<file path="config.mk">
export PLATFORM = sky130hd
export DESIGN_NAME = id_ex_skid_stage_flat
export DESIGN_NICKNAME = d
export VERILOG_FILES = /design/src/rtl/id_ex_skid_stage_if.sv /design/src/rtl/id_ex_skid_stage.sv /design/src/flat_wrapper.sv
export SDC_FILE = /design/constraint.sdc
export NUM_CORES = 1
export LEC_CHECK = 0
export CORE_MARGIN = 2
export CORE_UTILIZATION = 54
export CTS_BUF_LIST = sky130_fd_sc_hd__clkbuf_16
export CTS_CLUSTER_DIAMETER = 100
export DETAILED_ROUTE_END_ITERATION = 10
export PLACE_DENSITY = 0.85
export SKIP_LAST_GASP = 1
export SLEW_MARGIN = 20
export SYNTH_ARGS = -nofsm -noshare
export SYNTH_HDL_FRONTEND = slang
export SYNTH_SLANG_ARGS = --single-unit
export TNS_END_PERCENT = 50
</file>
<file path="constraint.sdc">
create_clock -name clk -period 6.4 [get_ports clk]
set_input_delay 1.28 -clock clk [delete_from_list [all_inputs] [get_ports clk]]
set_output_delay 1.28 -clock clk [all_outputs]
set_load 0.02 [all_outputs]
</file>
<file path="src/rtl/id_ex_skid_stage_if.sv">
// ID->EX handshake bundle: upstream valid/ready beat plus downstream valid/ready beat.
// master = id/ex side driver view, slave = the skid stage itself.
interface id_ex_skid_stage_if #(
  parameter int unsigned PAYLOAD_W  = 128,
  parameter int unsigned REG_ADDR_W = 5
);
  logic                  in_valid;
  logic                  in_ready;
  logic [PAYLOAD_W-1:0]  in_data;
  logic [REG_ADDR_W-1:0] in_wd;
  logic                  in_wreg;

  logic                  out_valid;
  logic                  out_ready;
  logic [PAYLOAD_W-1:0]  out_data;
  logic [REG_ADDR_W-1:0] out_wd;
  logic                  out_wreg;

  modport master (
    output in_valid, in_data, in_wd, in_wreg, out_ready,
    input  in_ready, out_valid, out_data, out_wd, out_wreg
  );

  modport slave (
    input  in_valid, in_data, in_wd, in_wreg, out_ready,
    output in_ready, out_valid, out_data, out_wd, out_wreg
  );
endinterface

</file>
<file path="src/rtl/id_ex_skid_stage.sv">
// ID->EX pipeline register with a 2-entry skid buffer, single-cycle flush and NOP bubbles.
// Optional stall/bubble performance counters are enabled with `define ID_EX_PERF_CNT_EN.
module id_ex_skid_stage #(
  parameter int unsigned PAYLOAD_W  = 128,
  parameter int unsigned REG_ADDR_W = 5
) (
  input  logic                  clk,
  input  logic                  rst,
  input  logic                  i_rdy,
  input  logic                  i_flush,
  id_ex_skid_stage_if.slave     bus,
  output logic [1:0]            o_occupancy
`ifdef ID_EX_PERF_CNT_EN
  ,
  output logic [31:0]           o_stall_cnt,
  output logic [31:0]           o_bubble_cnt
`endif
);

  // Main entry M drives the outputs; skid entry S only fills when M stalls.
  logic                  r_m_valid;
  logic [PAYLOAD_W-1:0]  r_m_data;
  logic [REG_ADDR_W-1:0] r_m_wd;
  logic                  r_m_wreg;
  logic                  r_s_valid;
  logic [PAYLOAD_W-1:0]  r_s_data;
  logic [REG_ADDR_W-1:0] r_s_wd;
  logic                  r_s_wreg;
  logic                  r_in_ready;

  logic                  w_m_valid;
  logic [PAYLOAD_W-1:0]  w_m_data;
  logic [REG_ADDR_W-1:0] w_m_wd;
  logic                  w_m_wreg;
  logic                  w_s_valid;
  logic [PAYLOAD_W-1:0]  w_s_data;
  logic [REG_ADDR_W-1:0] w_s_wd;
  logic                  w_s_wreg;

  logic                  w_accept;
  logic                  w_consume;

  assign w_accept  = bus.in_valid & r_in_ready;
  assign w_consume = r_m_valid & bus.out_ready;

  always_comb begin
    w_m_valid = r_m_valid;
    w_m_data  = r_m_data;
    w_m_wd    = r_m_wd;
    w_m_wreg  = r_m_wreg;
    w_s_valid = r_s_valid;
    w_s_data  = r_s_data;
    w_s_wd    = r_s_wd;
    w_s_wreg  = r_s_wreg;

    if (i_flush) begin
      w_m_valid = 1'b0;
      w_m_data  = '0;
      w_m_wd    = '0;
      w_m_wreg  = 1'b0;
      w_s_valid = 1'b0;
      w_s_data  = '0;
      w_s_wd    = '0;
      w_s_wreg  = 1'b0;
    end else begin
      unique case ({r_m_valid, r_s_valid})
        2'b00: begin
          if (w_accept) begin
            w_m_valid = 1'b1;
            w_m_data  = bus.in_data;
            w_m_wd    = bus.in_wd;
            w_m_wreg  = bus.in_wreg;
          end
        end
        2'b10: begin
          if (w_consume && w_accept) begin
            w_m_data = bus.in_data;
            w_m_wd   = bus.in_wd;
            w_m_wreg = bus.in_wreg;
          end else if (w_consume) begin
            w_m_valid = 1'b0;
          end else if (w_accept) begin
            w_s_valid = 1'b1;
            w_s_data  = bus.in_data;
            w_s_wd    = bus.in_wd;
            w_s_wreg  = bus.in_wreg;
          end
        end
        2'b11: begin
          if (w_consume) begin
            w_m_data  = r_s_data;
            w_m_wd    = r_s_wd;
            w_m_wreg  = r_s_wreg;
            w_s_valid = 1'b0;
          end
        end
        default: begin
          // S without M cannot arise; drop back to empty if it ever does.
          w_m_valid = 1'b0;
          w_s_valid = 1'b0;
        end
      endcase
    end
  end

  always_ff @(posedge clk) begin
    if (rst) begin
      r_m_valid  <= 1'b0;
      r_m_data   <= '0;
      r_m_wd     <= '0;
      r_m_wreg   <= 1'b0;
      r_s_valid  <= 1'b0;
      r_s_data   <= '0;
      r_s_wd     <= '0;
      r_s_wreg   <= 1'b0;
      r_in_ready <= 1'b1;
    end else if (i_rdy) begin
      r_m_valid  <= w_m_valid;
      r_m_data   <= w_m_data;
      r_m_wd     <= w_m_wd;
      r_m_wreg   <= w_m_wreg;
      r_s_valid  <= w_s_valid;
      r_s_data   <= w_s_data;
      r_s_wd     <= w_s_wd;
      r_s_wreg   <= w_s_wreg;
      r_in_ready <= ~w_s_valid;
    end
  end

  assign bus.in_ready  = r_in_ready;
  assign bus.out_valid = r_m_valid;
  assign bus.out_data  = r_m_valid ? r_m_data : '0;
  assign bus.out_wd    = r_m_valid ? r_m_wd : '0;
  assign bus.out_wreg  = r_m_valid & r_m_wreg;
  assign o_occupancy   = {r_m_valid & r_s_valid, r_m_valid ^ r_s_valid};

`ifdef ID_EX_PERF_CNT_EN
  logic [31:0] r_stall_cnt;
  logic [31:0] r_bubble_cnt;

  always_ff @(posedge clk) begin
    if (rst) begin
      r_stall_cnt  <= '0;
      r_bubble_cnt <= '0;
    end else if (i_rdy) begin
      if (r_m_valid && !bus.out_ready) r_stall_cnt <= r_stall_cnt + 32'd1;
      if (!r_m_valid) r_bubble_cnt <= r_bubble_cnt + 32'd1;
    end
  end

  assign o_stall_cnt  = r_stall_cnt;
  assign o_bubble_cnt = r_bubble_cnt;
`endif

endmodule
</file>
<file path="src/flat_wrapper.sv">
// flat-port wrapper written by rule: the top's interface ports become plain ports
module id_ex_skid_stage_flat 
#(
  parameter int unsigned PAYLOAD_W  = 128,
  parameter int unsigned REG_ADDR_W = 5
)
  (clk, rst, i_rdy, i_flush, o_occupancy, bus_in_valid, bus_in_data, bus_in_wd, bus_in_wreg, bus_out_ready, bus_in_ready, bus_out_valid, bus_out_data, bus_out_wd, bus_out_wreg);
  id_ex_skid_stage_if #(.PAYLOAD_W(PAYLOAD_W), .REG_ADDR_W(REG_ADDR_W)) bus_i ();
  input  logic clk;
  input  logic rst;
  input  logic i_rdy;
  input  logic i_flush;
  output logic [1:0] o_occupancy;
  input wire logic [$bits(bus_i.in_valid)-1:0] bus_in_valid;
  input wire logic [$bits(bus_i.in_data)-1:0] bus_in_data;
  input wire logic [$bits(bus_i.in_wd)-1:0] bus_in_wd;
  input wire logic [$bits(bus_i.in_wreg)-1:0] bus_in_wreg;
  input wire logic [$bits(bus_i.out_ready)-1:0] bus_out_ready;
  output wire logic [$bits(bus_i.in_ready)-1:0] bus_in_ready;
  output wire logic [$bits(bus_i.out_valid)-1:0] bus_out_valid;
  output wire logic [$bits(bus_i.out_data)-1:0] bus_out_data;
  output wire logic [$bits(bus_i.out_wd)-1:0] bus_out_wd;
  output wire logic [$bits(bus_i.out_wreg)-1:0] bus_out_wreg;
  assign bus_i.in_valid = bus_in_valid;
  assign bus_i.in_data = bus_in_data;
  assign bus_i.in_wd = bus_in_wd;
  assign bus_i.in_wreg = bus_in_wreg;
  assign bus_i.out_ready = bus_out_ready;
  assign bus_in_ready = bus_i.in_ready;
  assign bus_out_valid = bus_i.out_valid;
  assign bus_out_data = bus_i.out_data;
  assign bus_out_wd = bus_i.out_wd;
  assign bus_out_wreg = bus_i.out_wreg;
  id_ex_skid_stage #(.PAYLOAD_W(PAYLOAD_W), .REG_ADDR_W(REG_ADDR_W)) u_core (.clk(clk), .rst(rst), .i_rdy(i_rdy), .i_flush(i_flush), .bus(bus_i), .o_occupancy(o_occupancy));
endmodule
</file>
* After elaboration in Yosys (flattened, before gate mapping)
Index checks and enable logic that the tools add are counted.
** Word-level totals
- Register bits after elaboration :: 271
- Latch bits :: 0
- RAM bits :: 0
- Memory bits (read-only) :: 0
- Input port bits :: 140
- Word-level logic and storage cells :: 73
- Memories :: 0
** Cells by class
- $add $sub $neg :: 0
- $mul :: 0
- Divide/modulo/power cells :: 0
- Order comparisons :: 0
- Equal/unequal tests :: 10
- Shift-type cells :: 0
- Muxes and demuxes :: 40
- Bitwise operators :: 6
- Reduce and logical (&&, ||, !) cells :: 8
** Operator list (number)
- two-way mux 128 bit :: 9
- case mux 128 bit (3 select lines) :: 1
- two-way mux 5 bit :: 9
- two-way mux 1 bit :: 17
- case mux 5 bit (3 select lines) :: 1
- AND reduction 5 bit :: 3
- inequality test 3 x 2 -> 1 bit, second input constant :: 4
- case mux 1 bit (3 select lines) :: 3
- inequality test 2 bit, second input constant :: 3
- AND 1 bit :: 4
- == test 2 bit, second input constant :: 2
- nonzero test 2 bit :: 2
- nonzero test 4 bit :: 1
- inequality test 3 bit, second input constant :: 1
- logical NOT 2 bit :: 1
- logical AND 1 bit :: 1
- NOT 1 bit :: 1
- bitwise XOR 1 bit :: 1

* Logic depth before layout (Yosys ltp)
- Depth after elaboration :: 7
- Gate-level depth with buffers :: 11

* Least setup slack after synthesis
No wires, ideal clock.
- Path kind :: reg-to-reg
- From :: register u_core.r_m_valid, in the netlist u_core.bus.out_valid
- To :: register u_core.r_m_data[39]
- Setup time :: 0.070 ns
- Arrival time :: 2.766 ns
- Data required time :: 6.330 ns
- Path slack :: 3.564 ns
- Stages on the path, launching flop included :: 11
- Path buffers :: 4
- Clock period less this slack :: 2.836 ns
- Cell sequence :: dfxtp_1 clkbuf_1 clkbuf_1 inv_1 ha_1 o21bai_1 o221ai_4 buf_6 buf_6 or4_1 a21oi_1
** Between the ends
- Longest elaborated chain between the ends :: 4
** RTL lines
- start, declared :: RTL line id_ex_skid_stage.sv:21 : logic r_m_valid;
- start signal, assigned :: RTL line id_ex_skid_stage.sv:118 : r_m_valid <= w_m_valid;
- AND 1 bit :: RTL line id_ex_skid_stage.sv:44 : assign w_consume = r_m_valid & bus.out_ready;
- logical AND 1 bit :: RTL line id_ex_skid_stage.sv:76 : if (w_consume && w_accept) begin
- inequality test 3 x 2 -> 1 bit (no source line)
- AND reduction 5 bit (no source line)
- end signal, assigned :: RTL line id_ex_skid_stage.sv:119 : r_m_data <= w_m_data;
- end, declared :: RTL line id_ex_skid_stage.sv:22 : logic [PAYLOAD_W-1:0] r_m_data;
Several ways; a longest one is shown, not always the timed one.
A chain may end at the register's enable or synchronous reset.

* Final worst setup path
- From :: register u_core.r_m_valid, in the netlist u_core.bus.out_valid
- To :: output port bus_out_data[124]
** Between the ends
- Longest elaborated chain between the ends :: 1
** RTL lines
- two-way mux 128 bit :: RTL line id_ex_skid_stage.sv:132 : assign bus.out_data = r_m_valid ? r_m_data : '0;
- end, declared :: RTL line flat_wrapper.sv:21 : output wire logic [$bits(bus_i.out_data)-1:0] bus_out_data;
No other way between the ends.

==> metrics.txt <==
# TYPE chip_impl_metric gauge
chip_impl_info{name="run_status",value="finished, final reports clean"} 1
chip_impl_metric{name="fp-row-count",unit=""} 54
chip_impl_metric{name="post-route-cell-area",unit="sq um"} 15610
chip_impl_metric{name="cp_max_fo",unit=""} 74
chip_impl_info{name="hold_class",value="reg -> reg"} 1
chip_impl_metric{name="ir_worst_vdd",unit="uV"} 165.9
chip_impl_metric{name="port_buffers",unit=""} 277
chip_impl_metric{name="routed_wire_length_per_instance",unit="um"} 18.83
chip_impl_metric{name="timing.final.crit_share",unit="%"} 64.39
chip_impl_metric{name="synthesis.yosys.warnings",unit=""} 0
chip_impl_info{name="cts-root-buf",value="clkbuf_16"} 1
chip_impl_metric{name="post_route_setup_tns",unit="ns"} 0
chip_impl_metric{name="cp_data_required_time",unit="ns"} 5.12
chip_impl_metric{name="synth_fp_nets",unit=""} 1404
chip_impl_metric{name="ratio_of_cells_with_drive_above_1_in_the_final_layout",unit="%"} 4.261
chip_impl_metric{name="insertion_delay",unit="ns"} 0.53
chip_impl_metric{name="grt_antenna_before_repair",unit=""} 1
chip_impl_metric{name="worst_hold_check_slack",unit="ns"} 0.4667
chip_impl_metric{name="synth_top_area_share",unit="%"} 44.98
chip_impl_metric{name="ant_nets",unit=""} 0
chip_impl_metric{name="post_cts_resize_count",unit=""} 0
chip_impl_metric{name="io_pins",unit=""} 278
chip_impl_metric{name="grt_first_pass_wirelength",unit="um"} 52070
chip_impl_metric{name="setup_violations",unit=""} 0
chip_impl_metric{name="floorplan.die_area",unit="sq um"} 23550
chip_impl_metric{name="period_minus_slack",unit="ns"} 4.121
chip_impl_metric{name="synthesis.instances",unit=""} 1260
chip_impl_metric{name="route.met2.wl",unit="um"} 15450
chip_impl_metric{name="core",unit="sq um"} 21890
chip_impl_metric{name="clkTransAtPathRegs",unit="ns"} 0.06
chip_impl_metric{name="htreeDepth",unit=""} 1
chip_impl_metric{name="post-cts-setup-buffers",unit=""} 0
chip_impl_metric{name="sum_of_met3_wire_segment_lengths_after_detailed_routing",unit="um"} 2240
chip_impl_metric{name="max_freq",unit="GHz"} 0.2427
chip_impl_metric{name="route.vias.total",unit=""} 10633
chip_impl_info{name="setup.worst_path.class",value="reg -> out"} 1
chip_impl_metric{name="cts_num_sinks",unit=""} 271
chip_impl_metric{name="grt_start_max_net_pins",unit=""} 143
chip_impl_metric{name="placedCellCount",unit=""} 1683
chip_impl_metric{name="numCtsBuffers",unit=""} 29
chip_impl_metric{name="netlist_area",unit="sq um"} 12060
chip_impl_metric{name="dpl_cell_area",unit="sq um"} 14680
chip_impl_metric{name="chipHeight",unit="um"} 153.5
chip_impl_metric{name="cp.arrival",unit="ns"} 2.84
chip_impl_metric{name="final_nets",unit=""} 1579
chip_impl_metric{name="met1_length",unit="um"} 14030
chip_impl_metric{name="n_fill_cell",unit=""} 1631
chip_impl_metric{name="grt_pass1_vias",unit=""} 10228
chip_impl_metric{name="report.final.hold_viol_count",unit=""} 0
chip_impl_info{name="path_cells",value="buf_4, and2_1, clkdlybuf4s50_1"} 1
chip_impl_metric{name="slowest_delay",unit="ns"} 0.81
chip_impl_metric{name="total_power",unit="mW"} 3.660
chip_impl_metric{name="max-cap-violations",unit=""} 0
chip_impl_info{name="critical-path-top-delay-family",value="buffers and inverters"} 1
chip_impl_metric{name="multi_input_comb_area",unit="sq um"} 5989
chip_impl_metric{name="die_w",unit="um"} 153.5
chip_impl_metric{name="grt_overflow",unit=""} 0
chip_impl_metric{name="final_ws_setup",unit="ns"} 2.279
chip_impl_metric{name="post-place-ws",unit="ns"} 2.339
chip_impl_metric{name="utilization",unit="%"} 71.31
chip_impl_info{name="highest-signal-layer",value="met5"} 1
chip_impl_metric{name="gp_congestion",unit=""} 0.7855
chip_impl_metric{name="max_slew.worst_pin.slew",unit="ns"} 1.137
chip_impl_metric{name="power.leakage",unit="nW"} 5.308
chip_impl_info{name="rsz0062_at_grt",value="false"} 1
chip_impl_metric{name="cts-hold-fix-buffers",unit=""} 0
chip_impl_metric{name="cp.buffers_inverters",unit=""} 2
chip_impl_info{name="yosys-top-cells-area",value="dfxtp_1 (45%), mux2i_1 (11%), a22o_1 (9.7%)"} 1
chip_impl_metric{name="pwr_density_cell",unit="nW/um^2"} 234.5
chip_impl_metric{name="initial_utilization",unit="%"} 55.10
chip_impl_metric{name="num_antenna_cells",unit=""} 0
chip_impl_metric{name="average_cell_area_after_synthesis",unit="sq um"} 9.573
chip_impl_metric{name="first_pass_iters",unit=""} 5
chip_impl_metric{name="ys_types",unit=""} 31
chip_impl_info{name="synth.largest_area_cell",value="dfxtp_1"} 1
chip_impl_metric{name="dr.first_iter.drc_count",unit=""} 795
chip_impl_metric{name="max-clock-path-buffers",unit=""} 3
chip_impl_metric{name="route.detailed.drc",unit=""} 0
chip_impl_metric{name="layout.area.seq",unit="sq um"} 5429
chip_impl_info{name="end_kind",value="output pin"} 1
chip_impl_metric{name="grtUsageTotal",unit="%"} 26.19
chip_impl_metric{name="report.final.slew_viol_count",unit=""} 0
chip_impl_metric{name="via_per_inst",unit=""} 6.129
chip_impl_metric{name="skew",unit="ns"} 0.006276
chip_impl_metric{name="synth_seq_area_share",unit="%"} 44.98
chip_impl_metric{name="synth_seq_cells",unit=""} 271
chip_impl_info{name="timing.critical_path.slowest_stage_cell",value="dfxtp_4"} 1
chip_impl_metric{name="dp.final_hpwl",unit="um"} 19190
chip_impl_metric{name="postRouteWirelength",unit="um"} 32680
chip_impl_metric{name="fin_cells",unit=""} 1735
chip_impl_metric{name="slew_headroom",unit="%"} 24.23
chip_impl_metric{name="synthToLayoutAreaGrowth",unit="%"} 29.42
chip_impl_info{name="cp_launch_type",value="flop"} 1
chip_impl_info{name="cts_tree",value="done"} 1
-- synth_stat cells, drive strengths merged --
cell and n:
buf 40, a21bo 1, nor3 2, a22o 133
inv 4, dfxtp 271, a21o 1, nand2b 2
nor2 4, o21bai 2, a211o 2, a21oi 137
o31ai 1, and2 135, ha 4, a211oi 2
or4 134, nand2 2, o21ba 1, and3 1
mux2i 134, o221ai 1, or3 1, o21ai 136
a31oi 1, clkbuf 108
-- worst paths after layout --
kind | startpoint | endpoint | slack (ns) | cells past startpoint
worst max register to register | u_core.bus.out_valid | u_core.r_m_data[108] | 3.00 | 6
worst max-delay path | u_core.bus.out_valid | bus_out_data[124] | 2.28 | 3
worst min register to register | u_core.r_m_data[60] | u_core.r_m_data[60] | 0.47 | 2
worst min-delay path | u_core.r_m_data[60] | u_core.r_m_data[60] | 0.47 | 2
-- sequential cells by signal (all words and copies together) (netlist names) --
register	cells
u_core.bus.in_ready	1
u_core.bus.out_valid	1
u_core.r_m_data	128
u_core.r_m_wd	5
u_core.r_m_wreg	1
u_core.r_s_data	128
u_core.r_s_valid	1
u_core.r_s_wd	5
u_core.r_s_wreg	1
-- metal layers --
layer | up-vias | GRT usage [%]
li1 | 5024 | -
met1 | 5151 | 35.01
met2 | 395 | 42.84
met3 | 61 | 4.536
met4 | 2 | 9.349
met5 | - | 0
-- layout make-up --
class	instances	share of cell area, %
multi-input cells	837	38.37
flip-flops and latches	271	34.78
clock buffers	29	4.649
clock inverters	22	1.098
repair buffers	292	18.76
inverters	4	0.09618
well taps	280	2.244
-- worst reg2reg max path: stages, from the launching register on --
cell	delay, ns
dfxtp_4	0.81
ha_4	0.75
nor2_1	0.19
a211oi_4	0.27
buf_4	0.81
o21ai_0	0.31
a21oi_1	0.18
-- layout by cell type, fill, tap and decap left out, types with 4 or more instances in the layout --
cell,instances
a21oi_1,137
clkbuf_16,29
clkdlybuf4s50_1,275
and2_1,135
mux2i_1,134
clkinv_1,10
o21ai_0,135
inv_1,8
dfxtp_1,270
clkinv_2,4
or4_1,134
a22o_1,133
buf_4,13
nor2_1,4
-- cells by family after synthesis --
group / synth area share [%]
buffers and inverters: 5.633
AOI/OAI and AO/OA: 21.98
muxes: 11.12
and+or+nand+nor: 15.87
DFF: 44.98
adders and majority gates: 0.4150
-- where the power goes --
group          internal (mW)  total [mW]  switching (mW)  leakage (nW)
sequential              1.73        1.75          0.0210          2.19
clock                  0.934        1.59           0.659         0.457
combinational          0.149       0.320           0.171          2.66
Note: power is estimated with default switching activity, not from simulation.
